--- src/rtl/ysyx_22050598_trap_seq.sv ---
// Trap sequencer: stalls the pipeline on ecall/mret and waits for the LSU to drain.
// It then strobes the CSR unit once and hands the CSR-provided target PC to IF.
module ysyx_22050598_trap_seq #(
  parameter int XLEN      = 64,
  parameter int DRAIN_MAX = 255
) (
  input  logic            clk,
  input  logic            rst,
  input  logic            ex_valid_i,
  input  logic [XLEN-1:0] ex_pc_i,
  input  logic            ex_inst_is_ecall_i,
  input  logic            ex_inst_is_mret_i,
  output logic            ex_trap_ready_o,
  input  logic            lsu_busy_i,
  output logic            csr_ecall_o,
  output logic            csr_mret_o,
  output logic [XLEN-1:0] csr_ecall_pc_o,
  input  logic [XLEN-1:0] csr_rd_pc_data_i,
  output logic            stall_o,
  output logic            flush_o,
  output logic            redirect_valid_o,
  output logic [XLEN-1:0] redirect_pc_o,
  input  logic            redirect_ready_i,
  output logic            drain_timeout_o
);

  localparam int CW = $clog2(DRAIN_MAX + 1);
  localparam logic [CW-1:0] CNT_MAX = CW'(DRAIN_MAX);
  localparam logic [XLEN-1:0] ALIGN_MASK = {{(XLEN-2){1'b1}}, 2'b00};

  typedef enum logic [1:0] {IDLE, DRAIN, ISSUE, REDIRECT} state_t;

  state_t          state, state_next;
  logic            kind_ecall, kind_ecall_next;
  logic [XLEN-1:0] pc_q, pc_next;
  logic [XLEN-1:0] target_q, target_next;
  logic [CW-1:0]   cnt_q, cnt_next;
  logic            timeout_q, timeout_next;

  always_ff @(posedge clk) begin
    if (rst) begin
      state      <= IDLE;
      kind_ecall <= 1'b0;
      pc_q       <= '0;
      target_q   <= '0;
      cnt_q      <= '0;
      timeout_q  <= 1'b0;
    end else begin
      state      <= state_next;
      kind_ecall <= kind_ecall_next;
      pc_q       <= pc_next;
      target_q   <= target_next;
      cnt_q      <= cnt_next;
      timeout_q  <= timeout_next;
    end
  end

  always_comb begin
    state_next       = state;
    kind_ecall_next  = kind_ecall;
    pc_next          = pc_q;
    target_next      = target_q;
    cnt_next         = cnt_q;
    timeout_next     = timeout_q;
    ex_trap_ready_o  = 1'b0;
    stall_o          = 1'b1;
    csr_ecall_o      = 1'b0;
    csr_mret_o       = 1'b0;
    csr_ecall_pc_o   = '0;
    flush_o          = 1'b0;
    redirect_valid_o = 1'b0;
    redirect_pc_o    = '0;
    drain_timeout_o  = timeout_q;

    case (state)
      IDLE: begin
        ex_trap_ready_o = 1'b1;
        stall_o         = 1'b0;
        // ecall takes priority when EX flags both kinds at once
        if (ex_valid_i && (ex_inst_is_ecall_i || ex_inst_is_mret_i)) begin
          kind_ecall_next = ex_inst_is_ecall_i;
          pc_next         = ex_pc_i;
          cnt_next        = '0;
          state_next      = DRAIN;
        end
      end
      DRAIN: begin
        if (!lsu_busy_i) begin
          state_next = ISSUE;
        end else begin
          if (cnt_q != CNT_MAX) cnt_next = cnt_q + CW'(1);
          if (cnt_next == CNT_MAX) timeout_next = 1'b1;
        end
      end
      ISSUE: begin
        csr_ecall_o    = kind_ecall;
        csr_mret_o     = !kind_ecall;
        csr_ecall_pc_o = pc_q;
        flush_o        = 1'b1;
        target_next    = csr_rd_pc_data_i & ALIGN_MASK;
        state_next     = REDIRECT;
      end
      REDIRECT: begin
        redirect_valid_o = 1'b1;
        redirect_pc_o    = target_q;
        if (redirect_ready_i) state_next = IDLE;
      end
      default: state_next = IDLE;
    endcase
  end

endmodule
--- config.mk ---
export PLATFORM = sky130hd
export DESIGN_NAME = ysyx_22050598_trap_seq
export DESIGN_NICKNAME = d
export VERILOG_FILES = /design/src/rtl/ysyx_22050598_trap_seq.sv
export SDC_FILE = /design/constraint.sdc
export NUM_CORES = 1
export LEC_CHECK = 0
export BUFFER_PORTS_ARGS = -buffer_cell sky130_fd_sc_hd__buf_2
export CAP_MARGIN = 20
export CELL_PAD_IN_SITES_DETAIL_PLACEMENT = 1
export CELL_PAD_IN_SITES_GLOBAL_PLACEMENT = 1
export CORE_MARGIN = 4
export CORE_UTILIZATION = 36
export DETAILED_ROUTE_END_ITERATION = 6
export PLACE_DENSITY_LB_ADDON = 0.3
export SLEW_MARGIN = 20
export SYNTH_ARGS = -nofsm -noshare
export SYNTH_HDL_FRONTEND = slang
export SYNTH_SLANG_ARGS = --single-unit
export TNS_END_PERCENT = 10
--- constraint.sdc ---
create_clock -name clk -period 3.8 [get_ports clk]
set_clock_uncertainty 0.15 [all_clocks]
set_input_delay 0.76 -clock clk [delete_from_list [all_inputs] [get_ports clk]]
set_output_delay 0.76 -clock clk [all_outputs]
set_load 0.02 [all_outputs]
==> impl_metrics.yaml <==
clocking:
  cts_buffers: 17
  cts_root_buffer: "clkbuf_16"
  htreeDepth: 4
  clk_latency_ns: 0.41
  cts_tree: "built"
  ctsResizeCount: 0
  holdBufCountCts: 0
  cts_num_sinks: 138
  clk_pin_slew_ns: 0.06
  cts_setup_buffers: 0
  cts_buffer_depth: 2
grt:
  grt-ovfl-total: 0
  grt_pass1_wl_um: 28000
  antenna_found_initial: 2
  grt_max_degree: 96
  gr-usage-all-layers_pct: 18.5
  first_global_vias: 5647
synth:
  synth_area_mm2: 0.00605
  yosysUniqueCellTypes: 45
  syn-mean-instance-area_um2: 8.33
  synth-main-ff-cell: "dfxtp_1"
  yosysWarnings: 0
  ys_top_cells_by_count: "139 x nand2_1, 138 x dfxtp_1, 127 x and2_1"
  synth_edf_count: 0
  ys_seq_area_share_pct: 45.7
  syn_inst: 726
  async_flop_share_pct: 0
  synth_area_leaders: "dfxtp_1 46%, and2_1 13%, mux2i_1 10%, nand2_1 8.6%, a21oi_1 5.9%"
  synth_top_area_share_pct: 45.7
  yosysMostFrequentCell: "nand2_1"
  synth_top_area_cell: "dfxtp_1"
  synth-seq-cells: 138
pwr:
  leakagePower_uw: 0.00366
  power.internal_uw: 3100
  p_per_area_mw_per_mm2: 586
  switching_share_pct: 34.2
  power_frac_seq_pct: 39.0
  combinationalPowerShare_pct: 29.1
  total_power_uw: 4710
  p_switching_uw: 1610
  pwr-share-clk_pct: 31.9
  ir_worst_vdd_v: 0.000318
route:
  first_pass_iters: 4
  avgViaCountPerCell: 4.69
  wire_per_inst_um: 14.9
  drcViolationCount: 0
  drtIter0Drc: 208
  via_count: 5598
  wirelength_um: 17800
  ant_nets: 0
sta:
  whs_ns: 0.298
  finalMaxSlewViolations: 0
  setup_violations: 0
  tightest_slew_ns: 0.827
  fin_crit_sh_pct: 77.3
  setup-tns-final_ns: 0
  hold_viol: 0
  fin_crit_ns: 2.94
  max_freq_mhz: 341
  maxSlewHeadroom_pct: 44.9
  rsz0062_at_grt: "false"
critical_path:
  crit_arrival_ns: 2.03
  r2r-start: "state[0]"
  critPathLaunchType: "flop"
  cp.required_ns: 2.89
  worst-r2r-setup-slack_ns: 1.57
  crit_start: "state[0]"
  cpMaxStageDelayCell: "ha_4"
  crit_fanout: 79
  path_cells: "inv_1 > ha_4 > and2_1 > buf_2"
  end_kind: "primary output"
  critPathMaxStageDelay_ns: 0.67
  crit_type: "reg -> out"
layout:
  regArea_mm2: 0.00276
  area_growth_syn_to_layout_pct: 32.9
  fin_nets: 1100
  multiInputGateArea_mm2: 0.00304
  fillers: 2080
  drive_gt1_share_pct: 31.8
  post-route-cell-area_mm2: 0.00804
  final_util_pct: 48.7
hold_path:
  min_path_type: "reg -> reg"
  hp-start: "pc_q[46]"
run:
  maxCapViolCount: 0
die:
  start_util_pct: 36.6
  dieArea_mm2: 0.0189
  die_x_um: 138
  die_h_um: 138
  core_mm2: 0.0165
  fp-row-count: 47
  ios: 270
placed_design:
  place.gp.congestion: 0.818
  port_buffers: 265
  post_dp_cell_area_mm2: 0.00750
  dp_hpwl_um: 12500
status:
  status: "finished clean"
==> routing by layer <==
metal	GRT usage (%)	wire, µm	up-vias
met4	6.49	287	2
li1	-	-	2828
met1	21.7	7410	2563
met5	0	11	-
met3	6.65	1790	19
met2	31.3	8340	186
==> per-stage QoR <==
stage | setup WS, ns | std cells
after floorplan | 1.44 | 727
after global placement | 1.28 | 1161
after detailed placement | 1.28 | 1161
after CTS | 0.827 | 1193
after global routing | 0.714 | 1194
final | 0.864 | 1194
==> registers in the layout (all words and copies together) (netlist names) <==
signal and cells:
target_q 62, kind_ecall 1, pc_q 64, state 2, cnt_q 8, drain_timeout_o 1
==> kinds of logic after synthesis <==
family | Yosys count | share of synthesized area, %
AND/OR/NAND/NOR | 351 | 27.8
flip-flops | 138 | 45.7
XOR/XNOR | 1 | 0.145
AO/OA/AOI/OAI | 104 | 10.2
buffers and inverters | 62 | 4.55
other | 1 | 0.0620
multiplexers | 64 | 10.6
adder cells (fa/ha/maj) | 5 | 1.03
==> cell type report <==
class                           instances  area share (%)
Antenna cell                            1          0.0311
Clock buffer                           19            5.51
Clock inverter                         13            1.18
Inverter                                6           0.280
Multi-Input combinational cell        527            37.8
Sequential cell                       138            34.4
Tap cell                              220            3.42
Timing Repair Buffer                  270            17.5
==> cell usage in the layout, fill, tap and decap left out, drive strengths merged, types with 3 or more instances in the layout <==
master / count
buf: 270
clkinv: 4
nand2: 139
nor2: 68
ha: 5
o21ai: 8
clkbuf: 19
and2: 127
dfxtp: 138
clkinvlp: 6
a21oi: 71
nand3: 5
inv: 9
a21boi: 3
mux2i: 63
==> critical path: cells and delay by family, from the launching register on <==
| kind | cells | cell delay (ns) |
|---|---|---|
| adder cells (fa/ha/maj) | 1 | 0.67 |
| buffers and inverters | 2 | 0.30 |
| flip-flops | 1 | 0.34 |
| AND/OR/NAND/NOR | 1 | 0.24 |
==> power by group through the flow <==
stage                     combinational [µW]  sequential (µW)  clock, µW
after floorplan                         1040             1830          0
after global placement                  1380             1860          0
after detailed placement                1400             1870          0
after CTS                               1400             1840       1550
after global routing                    1540             1880       1620
final                                   1370             1840       1500
==> final timing paths <==
check | to | cells past startpoint
worst max-delay path | csr_ecall_pc_o[19] | 4
worst min-delay path | pc_q[46] | 2
worst max register to register | pc_q[17] | 7
worst min register to register | pc_q[46] | 2
Power figures use the tool's default switching activity.
